File: src/rtl/axi4lite_rr_arbiter.sv
// 2:1 AXI4-Lite round-robin arbiter: shares one slave between masters M0 and M1,
// with one read or write in flight and channels forwarded combinationally for the owner.
module axi4lite_rr_arbiter #(
  parameter int unsigned AXI_ADDR_WIDTH = 32,
  parameter int unsigned AXI_DATA_WIDTH = 32
) (
  input  logic                      A_CLK,
  input  logic                      A_RSTn,
  // master 0
  input  logic                      m0_aw_valid,
  output logic                      m0_aw_ready,
  input  logic [AXI_ADDR_WIDTH-1:0] m0_aw_addr,
  input  logic                      m0_w_valid,
  output logic                      m0_w_ready,
  input  logic [AXI_DATA_WIDTH-1:0] m0_w_data,
  output logic                      m0_b_valid,
  input  logic                      m0_b_ready,
  output logic [1:0]                m0_b_resp,
  input  logic                      m0_ar_valid,
  output logic                      m0_ar_ready,
  input  logic [AXI_ADDR_WIDTH-1:0] m0_ar_addr,
  output logic                      m0_r_valid,
  input  logic                      m0_r_ready,
  output logic [AXI_DATA_WIDTH-1:0] m0_r_data,
  output logic [1:0]                m0_r_resp,
  // master 1
  input  logic                      m1_aw_valid,
  output logic                      m1_aw_ready,
  input  logic [AXI_ADDR_WIDTH-1:0] m1_aw_addr,
  input  logic                      m1_w_valid,
  output logic                      m1_w_ready,
  input  logic [AXI_DATA_WIDTH-1:0] m1_w_data,
  output logic                      m1_b_valid,
  input  logic                      m1_b_ready,
  output logic [1:0]                m1_b_resp,
  input  logic                      m1_ar_valid,
  output logic                      m1_ar_ready,
  input  logic [AXI_ADDR_WIDTH-1:0] m1_ar_addr,
  output logic                      m1_r_valid,
  input  logic                      m1_r_ready,
  output logic [AXI_DATA_WIDTH-1:0] m1_r_data,
  output logic [1:0]                m1_r_resp,
  // shared slave
  output logic                      s_aw_valid,
  input  logic                      s_aw_ready,
  output logic [AXI_ADDR_WIDTH-1:0] s_aw_addr,
  output logic                      s_w_valid,
  input  logic                      s_w_ready,
  output logic [AXI_DATA_WIDTH-1:0] s_w_data,
  input  logic                      s_b_valid,
  output logic                      s_b_ready,
  input  logic [1:0]                s_b_resp,
  output logic                      s_ar_valid,
  input  logic                      s_ar_ready,
  output logic [AXI_ADDR_WIDTH-1:0] s_ar_addr,
  input  logic                      s_r_valid,
  output logic                      s_r_ready,
  input  logic [AXI_DATA_WIDTH-1:0] s_r_data,
  input  logic [1:0]                s_r_resp,
  // status
  output logic [1:0]                grant,
  output logic                      busy
);

  typedef enum logic [2:0] {
    ST_IDLE    = 3'd0,
    ST_WR      = 3'd1,
    ST_WR_RESP = 3'd2,
    ST_RD_ADDR = 3'd3,
    ST_RD_DATA = 3'd4
  } state_t;

  state_t state_q, state_d;
  logic   owner_q, owner_d;
  logic   last_owner_q, last_owner_d;
  logic   aw_done_q, aw_done_d;
  logic   w_done_q, w_done_d;

  logic                      req0, req1;
  logic                      own_aw_valid, own_w_valid, own_ar_valid, own_b_ready, own_r_ready;
  logic [AXI_ADDR_WIDTH-1:0] own_aw_addr, own_ar_addr;
  logic [AXI_DATA_WIDTH-1:0] own_w_data;

  logic                      in_wr, in_wr_resp, in_rd_addr, in_rd_data;
  logic                      aw_hs, w_hs, b_hs, ar_hs, r_hs;

  logic                      mst_aw_ready, mst_w_ready, mst_b_valid, mst_ar_ready, mst_r_valid;
  logic [1:0]                mst_b_resp, mst_r_resp;
  logic [AXI_DATA_WIDTH-1:0] mst_r_data;

  assign req0 = m0_ar_valid | m0_aw_valid | m0_w_valid;
  assign req1 = m1_ar_valid | m1_aw_valid | m1_w_valid;

  // Request-side signals of whichever master currently owns the slave
  assign own_aw_valid = owner_q ? m1_aw_valid : m0_aw_valid;
  assign own_w_valid  = owner_q ? m1_w_valid  : m0_w_valid;
  assign own_ar_valid = owner_q ? m1_ar_valid : m0_ar_valid;
  assign own_b_ready  = owner_q ? m1_b_ready  : m0_b_ready;
  assign own_r_ready  = owner_q ? m1_r_ready  : m0_r_ready;
  assign own_aw_addr  = owner_q ? m1_aw_addr  : m0_aw_addr;
  assign own_ar_addr  = owner_q ? m1_ar_addr  : m0_ar_addr;
  assign own_w_data   = owner_q ? m1_w_data   : m0_w_data;

  assign in_wr      = (state_q == ST_WR);
  assign in_wr_resp = (state_q == ST_WR_RESP);
  assign in_rd_addr = (state_q == ST_RD_ADDR);
  assign in_rd_data = (state_q == ST_RD_DATA);

  assign aw_hs = s_aw_valid & s_aw_ready;
  assign w_hs  = s_w_valid  & s_w_ready;
  assign b_hs  = s_b_valid  & s_b_ready;
  assign ar_hs = s_ar_valid & s_ar_ready;
  assign r_hs  = s_r_valid  & s_r_ready;

  assign busy  = (state_q != ST_IDLE);
  assign grant = busy ? (owner_q ? 2'b10 : 2'b01) : 2'b00;

  always_ff @(posedge A_CLK) begin
    if (!A_RSTn) begin
      state_q      <= ST_IDLE;
      owner_q      <= 1'b0;
      last_owner_q <= 1'b1;
      aw_done_q    <= 1'b0;
      w_done_q     <= 1'b0;
    end else begin
      state_q      <= state_d;
      owner_q      <= owner_d;
      last_owner_q <= last_owner_d;
      aw_done_q    <= aw_done_d;
      w_done_q     <= w_done_d;
    end
  end

  // Arbitration and transaction sequencing
  always_comb begin
    state_d      = state_q;
    owner_d      = owner_q;
    last_owner_d = last_owner_q;
    aw_done_d    = aw_done_q;
    w_done_d     = w_done_q;
    case (state_q)
      ST_IDLE: begin
        if (req0 || req1) begin
          owner_d = (req0 && req1) ? ~last_owner_q : req1;
          state_d = (owner_d ? m1_ar_valid : m0_ar_valid) ? ST_RD_ADDR : ST_WR;
        end
      end
      ST_WR: begin
        if ((aw_done_q || aw_hs) && (w_done_q || w_hs)) begin
          state_d   = ST_WR_RESP;
          aw_done_d = 1'b0;
          w_done_d  = 1'b0;
        end else begin
          aw_done_d = aw_done_q | aw_hs;
          w_done_d  = w_done_q | w_hs;
        end
      end
      ST_WR_RESP: begin
        if (b_hs) begin
          state_d      = ST_IDLE;
          last_owner_d = owner_q;
        end
      end
      ST_RD_ADDR: begin
        if (ar_hs) state_d = ST_RD_DATA;
      end
      ST_RD_DATA: begin
        if (r_hs) begin
          state_d      = ST_IDLE;
          last_owner_d = owner_q;
        end
      end
      default: state_d = ST_IDLE;
    endcase
  end

  // Slave-side forwarding; AW/W are masked once their handshake has been taken
  always_comb begin
    s_aw_addr  = '0;
    s_w_data   = '0;
    s_ar_addr  = '0;
    if (busy) begin
      s_aw_addr = own_aw_addr;
      s_w_data  = own_w_data;
      s_ar_addr = own_ar_addr;
    end
    s_aw_valid = in_wr & own_aw_valid & ~aw_done_q;
    s_w_valid  = in_wr & own_w_valid & ~w_done_q;
    s_b_ready  = in_wr_resp & own_b_ready;
    s_ar_valid = in_rd_addr & own_ar_valid;
    s_r_ready  = in_rd_data & own_r_ready;
  end

  assign mst_aw_ready = in_wr & s_aw_ready & ~aw_done_q;
  assign mst_w_ready  = in_wr & s_w_ready & ~w_done_q;
  assign mst_b_valid  = in_wr_resp & s_b_valid;
  assign mst_b_resp   = in_wr_resp ? s_b_resp : 2'b00;
  assign mst_ar_ready = in_rd_addr & s_ar_ready;
  assign mst_r_valid  = in_rd_data & s_r_valid;
  assign mst_r_data   = in_rd_data ? s_r_data : '0;
  assign mst_r_resp   = in_rd_data ? s_r_resp : 2'b00;

  // Route responses to the owner only; the other master sees all zeros
  always_comb begin
    m0_aw_ready = 1'b0;
    m0_w_ready  = 1'b0;
    m0_b_valid  = 1'b0;
    m0_b_resp   = 2'b00;
    m0_ar_ready = 1'b0;
    m0_r_valid  = 1'b0;
    m0_r_data   = '0;
    m0_r_resp   = 2'b00;
    m1_aw_ready = 1'b0;
    m1_w_ready  = 1'b0;
    m1_b_valid  = 1'b0;
    m1_b_resp   = 2'b00;
    m1_ar_ready = 1'b0;
    m1_r_valid  = 1'b0;
    m1_r_data   = '0;
    m1_r_resp   = 2'b00;
    if (busy && !owner_q) begin
      m0_aw_ready = mst_aw_ready;
      m0_w_ready  = mst_w_ready;
      m0_b_valid  = mst_b_valid;
      m0_b_resp   = mst_b_resp;
      m0_ar_ready = mst_ar_ready;
      m0_r_valid  = mst_r_valid;
      m0_r_data   = mst_r_data;
      m0_r_resp   = mst_r_resp;
    end else if (busy && owner_q) begin
      m1_aw_ready = mst_aw_ready;
      m1_w_ready  = mst_w_ready;
      m1_b_valid  = mst_b_valid;
      m1_b_resp   = mst_b_resp;
      m1_ar_ready = mst_ar_ready;
      m1_r_valid  = mst_r_valid;
      m1_r_data   = mst_r_data;
      m1_r_resp   = mst_r_resp;
    end
  end

endmodule

File: config.mk
export PLATFORM = sky130hd
export DESIGN_NAME = axi4lite_rr_arbiter
export DESIGN_NICKNAME = d
export VERILOG_FILES = /design/src/rtl/axi4lite_rr_arbiter.sv
export SDC_FILE = /design/constraint.sdc
export NUM_CORES = 1
export LEC_CHECK = 0
export CAP_MARGIN = 10
export CORE_AREA = 2 2 170 172
export CTS_CLUSTER_SIZE = 14
export DETAILED_ROUTE_END_ITERATION = 12
export DIE_AREA = 0 0 172 174
export DONT_BUFFER_PORTS = 1
export SETUP_SLACK_MARGIN = 0.5
export SLEW_MARGIN = 20
export SYNTH_ARGS = -nofsm -noshare
export SYNTH_HDL_FRONTEND = slang
export SYNTH_SLANG_ARGS = --single-unit
File: constraint.sdc
create_clock -name A_CLK -period 2.2 [get_ports A_CLK]
set_input_delay 0.55 -clock A_CLK [delete_from_list [all_inputs] [get_ports A_CLK]]
set_output_delay 0.55 -clock A_CLK [all_outputs]
set_load 0.01 [all_outputs]
Word level (Yosys, flattened, before mapping)

Index checks and enable logic that the tools add are counted.
W data, S select, Z words.

Register bits after elaboration: 7
Output and inout bits: 186
Bits of input ports: 245
Word-level logic and storage cells: 110

Eq/ne operators: 9
Mux-type cells: 54
Reduce and logical (&&, ||, !) cells: 14
Bitwise gates (word level): 28

Operators by type and width:

| cell                 | number |
|---|---|
| $mux W32             | 10 |
| $mux W1              | 26 |
| $mux W2              | 11 |
| $and A1 B1 Y1        | 19 |
| $mux W3              | 5 |
| $pmux W3 S5          | 1 |
| $ne A2 B1 Y1 const B | 4 |
| $eq A3 B2 Y1 const B | 2 |
| $or A1 B1 Y1         | 6 |
| $reduce_and A5 Y1    | 1 |
| $logic_and A1 B1 Y1  | 4 |
| $eq A3 B1 Y1 const B | 1 |
| $eq A3 B3 Y1 const B | 1 |
| $logic_not A3 Y1     | 1 |
| $logic_or A1 B1 Y1   | 3 |
| $not A1 Y1           | 3 |
| $reduce_and A3 Y1    | 1 |
| $reduce_bool A3 Y1   | 1 |
| $ne A2 B2 Y1 const B | 1 |
| $pmux W1 S2          | 1 |
| $reduce_and A2 Y1    | 1 |
| $reduce_bool A2 Y1   | 1 |
| $logic_not A1 Y1     | 1 |

Depth between registers and ports, before layout

Gate-level depths: netlist (run 1).

Word-level depth: 8
Mapped depth: 6

Worst setup path after synthesis (run 1)

OpenSTA, ideal clock, no wires.

Kind: register to output
Start: register state_q[0]
End: output m0_r_data[10]
Cell stages (with the launch flop): 6
Data arrival time: 1314 ps
Path buffers: 2
Required time: 1650 ps
Path slack: 336 ps
Cells stage by stage: dfxtp_1 > buf_4 > or3b_4 > nor2_4 > buf_2 > and2_1

Longest elaborated chain between the ends: 3

Ends and longest elaborated chain:

| what                                                      | line     | source |
|---|---|---|
| start, declared                                           | 73       | `state_t state_q, state_d;` |
| start signal, assigned                                    | 126      | `state_q <= state_d;` |
| $eq A3 B3 Y1 / $reduce_bool A3 Y1 (equally long branches) | 107, 115 |  |
| $mux W32 / $logic_and A1 B1 Y1 (equally long branches)    | 200, 221 |  |
| $mux W32 (*)                                              | 221      | `if (busy && !owner_q) begin` |
| end, declared                                             | 24       | `output logic [AXI_DATA_WIDTH-1:0] m0_r_data,` |

Mark *: on every way between the ends. The rest lies on a longest branch, timed or not.

Worst setup path in the final report (run 1)

Start: register state_q[0]
End: output m1_r_data[18]

Longest elaborated chain between the ends: 4

Ends and longest elaborated chain:

| what                                                      | line     | source |
|---|---|---|
| $eq A3 B3 Y1 / $reduce_bool A3 Y1 (equally long branches) | 107, 115 |  |
| $mux W32 / $logic_and A1 B1 Y1 (equally long branches)    | 200, 230 |  |
| $mux W32                                                  | 230      | `end else if (busy && owner_q) begin` |
| $mux W32 (*)                                              | 221      |  |
| end, declared                                             | 41       | `output logic [AXI_DATA_WIDTH-1:0] m1_r_data,` |

Marks and branches as above.

==> results.env, run 1 <==
NUMBER_OF_SYNTHESIS_WARNINGS=0
NUM_VIAS=3240
POST_SYNTH_MAIN_AREA_CONTRIBUTORS='sky130_fd_sc_hd__mux2i_1, sky130_fd_sc_hd__and2_1, sky130_fd_sc_hd__nor2_1'
REMAINING_DRC_ERRORS=0
SYNTH_SIMPLE_GATE_AREA_SHARE_PCT=42.0
TIMING.HOLD.WORST.START='A_RSTn'
TOTAL_LEAKAGE_POWER_nW=1.74
CRIT_PATH_MAX_FANOUT=9
SYNTH_FLOP_CELL='sky130_fd_sc_hd__dfxtp_1'
CTS.REPORTEDPATHS.CLKPINSLEW_NS=0.04
DIE_X_UM=172
HOLD_PATH.CLASS='input pin to register'
DETAILEDPLACE.WORSTSLACK_NS=0.0706
HTREE_NUM_LEVELS=1
FP.DIEAREA_UM2=29900
SYNTH.TOP_CELL.AREA_SHARE_PCT=37.7
SETUP.WORST_PATH.START_CLASS='register'
PERIOD_SHARE_PCT=97.8
TIMING.CRITICAL_PATH.SLOWEST_STAGE_CELL='sky130_fd_sc_hd__or3b_4'
SYNTHARSTFLOPSHARE_PCT=0
SEQUENTIAL_CELL_AREA_UM2=153
POSTLAYOUTCOREUTIL_PCT=19.1
FINCLKSKEW_NS=0.00201
AVGSYNTHCELLAREA_UM2=6.79
SETUP_FAILING_EPS_FINAL=0
RUN_STATUS='completed'
WORST_PIN_SLEW_NS=0.599
NETS=683
TIMING.CRITICAL_PATH.REQUIRED_NS=1.65
FLOORPLAN.ROWS=62
ROUTED_WIRELENGTH_MM=17.7
SW_FRAC_OF_TOTAL_PCT=50.4
TIMING.MAX_CAP.VIOLATIONS=0
PLACE.PORT_BUFFERS=0
GRT.OVERFLOW.TOTAL=0
TIMING.CRITICAL_PATH.FROM='state_q[0]'
SYNTH-ADDER-AREA-SHARE_PCT=0
GRT_USE_TOTAL_PCT=9.06
P_COMB_SHARE_PCT=87.6
DRT_FIRST_PASS_ITERS=4
YOSYSSEQAREASHARE_PCT=5.33
SYNTH-XOR-AREA-SHARE_PCT=0
ROUTEDWLPERCELL_UM=21.6
SYNTH_ENABLE_FLOP_CELLS=0
SYNTH.MUX.AREA_FRACTION_PCT=39.6
FIN_CRIT_NS=2.15
COMPOUND_GATE_FRACTION_OF_SYNTH_AREA_PCT=5.33
CLOCK_BUFFERS_CREATED_BY_TRITONCTS=3
CORE_AREA_UM2=28200
FINALSETUPTNS_NS=0
GRT_PASS1_VIAS=2899
WORST-R2R-SETUP-SLACK_NS=0.58
FILLCELLCOUNT=3110
FINAL.SETUP.WORST_SLACK_NS=0.0490
TIMING.CRITICAL_PATH.ARRIVAL_NS=1.60
DETAIL_ROUTE.ITER0.VIOLATIONS=92
ROOT_BUFFER_SELECTED_BY_CTS='sky130_fd_sc_hd__clkbuf_16'
MULTIINPUTGATEAREA_UM2=3430
POST_SYNTH_INST_COUNT=387
SYNTHDOMINANTAREACELLTYPE='sky130_fd_sc_hd__mux2i_1'
YS_SEQ_ELEMENTS=7
ENDPOINT='m1_r_data[18]'
ACHIEVABLE-FREQUENCY_MHz=465
REG2REG_TO='state_q[0]'
POWER_DENSITY_nW_PER_UM2=760
SYNTHESIS.NETS=632
SYNTHTOPCELLSBYCOUNT='sky130_fd_sc_hd__nor2_1, sky130_fd_sc_hd__mux2i_1, sky130_fd_sc_hd__and2_1'
RR_WORST_DEPTH=9
CTS-ROOT-TO-SINK-BUFFERS=2
SYNTHDISTINCTLIBCELLS=38
CLOCK-SINKS=7
REGTOREGSTARTPOINT='state_q[0]'
DIE_H_UM=174
MAX_SLEW_MARGIN_PCT=59.9
CRIT_CHAIN='or3b_4 > nor2_4 > clkbuf_16 > and2_4'
GRT_PASS1_WL_MM=19.2
IR_WORST_VDD_mV=0.531
ANTENNA_VIOLATING_NETS_POST_ROUTE=0
POWER.SHARE.CLOCK_PCT=7.9
FINAL_WEIGHTED_CONGESTION_IN_ROUTABILITY_DRIVEN_PLACEMENT=0.832
GRT_START_MAX_NET_PINS=36
MAIN_COMBINATIONAL_CELL_FAMILY_BY_AREA_AFTER_SYNTHESIS='simple AND/OR/NAND/NOR gates'
CRITICALPATHCATEGORY='register to primary output'
MAXSLEWVIOLCOUNT=0
SEQUENTIAL_GROUP_SHARE_OF_TOTAL_POWER_PCT=4.5
AREA_GROWTH_PCT=106
VIA_PER_INST=3.94
CRITICAL-PATH-MAX-STAGE-DELAY_NS=0.46
P_SW_mW=2.07
ANTENNA_FOUND_INITIAL=1
INTERNAL_POWER_mW=2.04
POST-DP-HPWL_MM=12.6
TRITONCTS='built'
AREA_OF_THE_MAPPED_NETLIST_UM2=2630
POST-SYNTH-TOP-COUNT-CELL='sky130_fd_sc_hd__nor2_1'
FINAL-HOLD-VIOLATION-COUNT=0
IOS=431
INITIAL_CORE_UTIL_PCT=9.31
GRT_SETUP_UNREPAIRED='yes'
LAYOUT-DRIVE-GT1-SHARE_PCT=66.1
CLKLATENCYLATEPIN_NS=0.24
END_KIND='primary output'
[area by class of cell]
cell class	count	share of cell area, %
inverter	7	0.579
antenna	1	0.0463
timing repair buffer	78	22.8
tap	384	8.89
sequential	7	2.82
multi-input combinational	341	63.4
clock buffer	4	1.46
[critical path: cells and delay by family (launching register included)]
kind | cells | cell delay (ns)
AND/OR/NAND/NOR | 3 | 0.81
buffers and inverters | 1 | 0.20
flip-flops | 1 | 0.35
[timing repair]
action | 4_1_cts | 5_1_grt
gates cloned | 6 | 12
buffers inserted | 10 | 15
hold buffers | 0 | 0
endpoints found under the setup margin | 186 | 187
pin swaps | 16 | 88
gates resized for setup | 119 | 243
[cell families after synthesis]
family,after synthesis
AOI/OAI and AO/OA,21
buffers and inverters,39
DFF,7
muxes,103
and+or+nand+nor,217
[stage by stage]
stage	cells	instance area, um2	power, mW	hold WS, ns
after floorplan	387	2640	1.33	0.479
after global placement	774	3280	1.83	0.495
after detailed placement	774	3280	1.85	0.523
after CTS	794	4060	2.94	0.434
after global routing	822	5410	4.30	0.436
final	822	5410	4.11	0.424
[worst min-delay path by stage]
stage                             to  slack (ns)  depth (start not counted)
after global routing      state_q[2]        0.44                          1
after global placement     aw_done_q        0.49                          2
final                     state_q[2]        0.42                          1
after detailed placement   aw_done_q        0.52                          2
after floorplan            aw_done_q        0.48                          2
after CTS                 state_q[2]        0.43                          1
[flip-flops by register name (all words and copies together) (netlist names)]
name and flops:
owner_q 1, state_q 3, aw_done_q 1, last_owner_q 1, w_done_q 1
[placed cells by master (no fill, tap or decap), types with 2 or more instances in the layout]
cell / count
sky130_fd_sc_hd__a21oi_1: 7
sky130_fd_sc_hd__and2_1: 15
sky130_fd_sc_hd__and2_4: 57
sky130_fd_sc_hd__and3_1: 6
sky130_fd_sc_hd__buf_12: 14
sky130_fd_sc_hd__buf_16: 9
sky130_fd_sc_hd__buf_4: 12
sky130_fd_sc_hd__buf_6: 32
sky130_fd_sc_hd__buf_8: 2
sky130_fd_sc_hd__clkbuf_16: 12
sky130_fd_sc_hd__dfxtp_1: 3
sky130_fd_sc_hd__dfxtp_4: 3
sky130_fd_sc_hd__inv_1: 4
sky130_fd_sc_hd__inv_2: 2
sky130_fd_sc_hd__mux2_4: 3
sky130_fd_sc_hd__mux2i_1: 78
sky130_fd_sc_hd__mux2i_2: 9
sky130_fd_sc_hd__mux2i_4: 12
sky130_fd_sc_hd__nand3_4: 2
sky130_fd_sc_hd__nand3b_1: 2
sky130_fd_sc_hd__nand4b_1: 2
sky130_fd_sc_hd__nor2_1: 10
sky130_fd_sc_hd__nor2_2: 8
sky130_fd_sc_hd__nor2_4: 94
sky130_fd_sc_hd__nor2b_1: 2
sky130_fd_sc_hd__nor2b_4: 2
sky130_fd_sc_hd__nor3_1: 2
sky130_fd_sc_hd__nor3_2: 2
sky130_fd_sc_hd__o21ai_1: 3
sky130_fd_sc_hd__or2_2: 2
sky130_fd_sc_hd__or3b_4: 2
[power by group through the flow]
stage | clock, mW | sequential [mW] | combinational [mW]
3_3_place_gp | 0 | 0.190 | 1.64
4_1_cts | 0.325 | 0.183 | 2.43
5_1_grt | 0.332 | 0.186 | 3.78
2_1_floorplan | 0 | 0.157 | 1.17
6_report | 0.326 | 0.184 | 3.60
3_5_place_dp | 0 | 0.191 | 1.66
[routing by layer]
layer  vias to the layer above  routed length, um  GRT usage [%]
li1                       1400                  -              -
met1                      1533               5460           9.04
met2                       285              10600           19.3
met3                        22               1290           1.23
met4                         0                389           1.54
met5                         -                  0              0
Note: power is estimated with default switching activity, not from simulation.
==> inputs of run 2 (changes only) <==
- GPL_ROUTABILITY_DRIVEN: default -> 0
- TNS_END_PERCENT: default -> 5
==> results.env, run 2 (same netlist as run 1, synthesis figures left out) <==
GRT_PASS1_VIAS=2907  # was 2899
ROOT_BUFFER_SELECTED_BY_CTS='sky130_fd_sc_hd__clkbuf_16'  # unchanged
DIE_X_UM=172  # unchanged
TIMING.HOLD.WORST.START='A_RSTn'  # unchanged
GRT_SETUP_UNREPAIRED='yes'  # unchanged
GRT_START_MAX_NET_PINS=44  # was 36
WORST_HOLD_PATH_ENDPOINT='state_q[2]'  # unchanged
ACHIEVABLE-FREQUENCY_MHz=456  # was 465 MHz
TIMING.CRITICAL_PATH.FROM='state_q[0]'  # unchanged
TIMING.MAX_CAP.VIOLATIONS=0  # unchanged
COMMONEST_CELLS_AFTER_ROUTING_FILL_AND_TAPS_ASIDE='sky130_fd_sc_hd__mux2i_1, sky130_fd_sc_hd__nor2_4, sky130_fd_sc_hd__and2_1, sky130_fd_sc_hd__nor2_1, sky130_fd_sc_hd__and2_4'  # was sky130_fd_sc_hd__nor2_4, sky130_fd_sc_hd__mux2i_1, sky130_fd_sc_hd__and2_4, sky130_fd_sc_hd__buf_6, sky130_fd_sc_hd__and2_1
SETUP_FAILING_EPS_FINAL=0  # unchanged
AREA_GROWTH_PCT=65.5  # was 106%
CRITICALPATHCATEGORY='register to primary output'  # unchanged
SETUP.WORST_PATH.START_CLASS='register'  # unchanged
MAX_SLEW_MARGIN_PCT=66.3  # was 59.9%
ROUTEDWLPERCELL_UM=21.1  # was 21.6 um
TIMING.CRITICAL_PATH.ARRIVAL_NS=1.64  # was 1.60 ns
FINAL.SETUP.WORST_SLACK_NS=0.00742  # was 0.0490 ns
FP.DIEAREA_UM2=29900  # unchanged
VIA_PER_INST=3.84  # was 3.94
DETAILEDPLACE.WORSTSLACK_NS=0.105  # was 0.0706 ns
CTS-ROOT-TO-SINK-BUFFERS=2  # unchanged
FILLCELLCOUNT=3207  # was 3110
CRIT_PATH_MAX_FANOUT=35  # was 9
HTREE_NUM_LEVELS=1  # unchanged
FIN_CRIT_NS=2.19  # was 2.15 ns
PLACE.PORT_BUFFERS=0  # unchanged
POWER_DENSITY_nW_PER_UM2=717  # was 760 nW/um2
NUMBER_OF_FLIP_FLOPS_UNDER_THE_LARGEST_REGISTER_NAME=3  # unchanged
REGTOREGSTARTPOINT='owner_q'  # was state_q[0]
GRT_USE_TOTAL_PCT=9.90  # was 9.06%
WORST_PIN_SLEW_NS=0.504  # was 0.599 ns
ANTENNA_FOUND_INITIAL=2  # was 1
ANTENNA_VIOLATING_NETS_POST_ROUTE=0  # unchanged
DRT_FIRST_PASS_ITERS=4  # unchanged
TIMING.CRITICAL_PATH.REQUIRED_NS=1.65  # about the same
FINAL-HOLD-VIOLATION-COUNT=0  # unchanged
PERIOD_SHARE_PCT=99.7  # was 97.8%
CLOCK-SINKS=7  # unchanged
DETAIL_ROUTE.ITER0.VIOLATIONS=98  # was 92
GRT.OVERFLOW.TOTAL=0  # unchanged
CORE_AREA_UM2=28200  # unchanged
END_KIND='primary output'  # unchanged
HOLD_DEPTH=1  # unchanged
TRITONCTS='built'  # unchanged
MAXSLEWVIOLCOUNT=0  # unchanged
ROUTED_WIRELENGTH_MM=16.5  # was 17.7 mm
IOS=431  # unchanged
RR_WORST_DEPTH=5  # was 9
NUM_VIAS=3004  # was 3240
INITIAL_CORE_UTIL_PCT=9.31  # unchanged
FINCLKSKEW_NS=0.000646  # was 0.00201 ns
TOTAL_LEAKAGE_POWER_nW=1.30  # was 1.74 nW
CLKLATENCYLATEPIN_NS=0.23  # was 0.24 ns
REMAINING_DRC_ERRORS=0  # unchanged
FIN_WORST_HOLD_SLACK_NS=0.444  # was 0.424 ns
HOLD_PATH.CLASS='input pin to register'  # unchanged
FINALSETUPTNS_NS=0  # unchanged
NETS=642  # was 683
IR_WORST_VDD_mV=0.435  # was 0.531 mV
LAYOUT_COMMONEST_CELL='sky130_fd_sc_hd__mux2i_1'  # was sky130_fd_sc_hd__nor2_4
DIE_H_UM=174  # unchanged
RUN_STATUS='completed'  # unchanged
FLOORPLAN.ROWS=62  # unchanged
LAYOUT-DRIVE-GT1-SHARE_PCT=48.5  # was 66.1%
GRT_PASS1_WL_MM=20.7  # was 19.2 mm
CLOCK_BUFFERS_CREATED_BY_TRITONCTS=3  # unchanged
LARGEST_REGISTER='state_q'  # unchanged
CTS.REPORTEDPATHS.CLKPINSLEW_NS=0.04  # about the same
POST-DP-HPWL_MM=14.1  # was 12.6 mm
WORST-R2R-SETUP-SLACK_NS=0.49  # was 0.58 ns
REG2REG_TO='state_q[1]'  # was state_q[0]
CTS_HOLD_BUF=0  # unchanged
## run 2: changes by cell type in the layout (fill, tap and decap cells not counted), sizes merged
cell	delta
diode	+1
buf	-32
clkbuf	-9
## run 2: power by group
part / switching (mW) / internal [mW] / total (mW) / leakage, nW
Clock: 0.0698 / 0.241 / 0.311 / 0.0382
Sequential: 0.0414 / 0.152 / 0.193 / 0.0593
Combinational: 1.62 / 0.990 / 2.61 / 1.20
## run 2: timing repair
| action | CTS | global route |
|---|---|---|
| gates resized for setup | 209 | 37 |
| setup endpoints to repair | 187 | 188 |
| pin swaps | 50 | 66 |
| buffers inserted | 3 | 0 |
| cloned | 2 | 0 |
## run 2: per-stage QoR
step / util, % / cells / area, um2 / total power, mW
final: 15.4 / 782 / 4350 / 3.12
after global routing: 15.4 / 782 / 4350 / 3.29
after CTS: 14.9 / 780 / 4210 / 3.05
after detailed placement: 11.5 / 771 / 3260 / 1.90
after global placement: 11.5 / 771 / 3260 / 1.88
after floorplan: - / 387 / 2630 / 1.32
## run 2: worst max-delay path by stage
stage | endpoint | slack, ns | cells past startpoint
after floorplan | m0_r_data[10] | 0.34 | 5
after global placement | m0_aw_ready | 0.13 | 5
after CTS | m0_r_data[12] | 0.02 | 5
final | m1_r_data[10] | 0.007 | 5
after global routing | m1_r_data[20] | -0.06 | 5
after detailed placement | m0_aw_ready | 0.10 | 5
## run 2: worst max-delay path, cell delays in order (launching register included)
cell,delay [ns]
sky130_fd_sc_hd__dfxtp_2,0.33
sky130_fd_sc_hd__buf_6,0.13
sky130_fd_sc_hd__or3b_4,0.45
sky130_fd_sc_hd__nor2_4,0.12
sky130_fd_sc_hd__buf_12,0.17
sky130_fd_sc_hd__and2_1,0.19
## run 2: metal layers
layer | share of wire [%] | GRT usage [%]
met1 | 36 | 10.3
met5 | 0 | 0
met4 | 2.6 | 3.68
met2 | 55 | 19.9
met3 | 7.0 | 1.00
## run 2: cell type report
class / instances / area [um2] / area share (%)
repair buffers: 37 / 464 / 10.7
inverters: 7 / 36.3 / 0.834
well taps: 384 / 480 / 11.0
diodes: 2 / 5.00 / 0.115
clock buffers: 4 / 78.8 / 1.81
flip-flops and latches: 7 / 150 / 3.45
multi-input cells: 341 / 3130 / 72.1
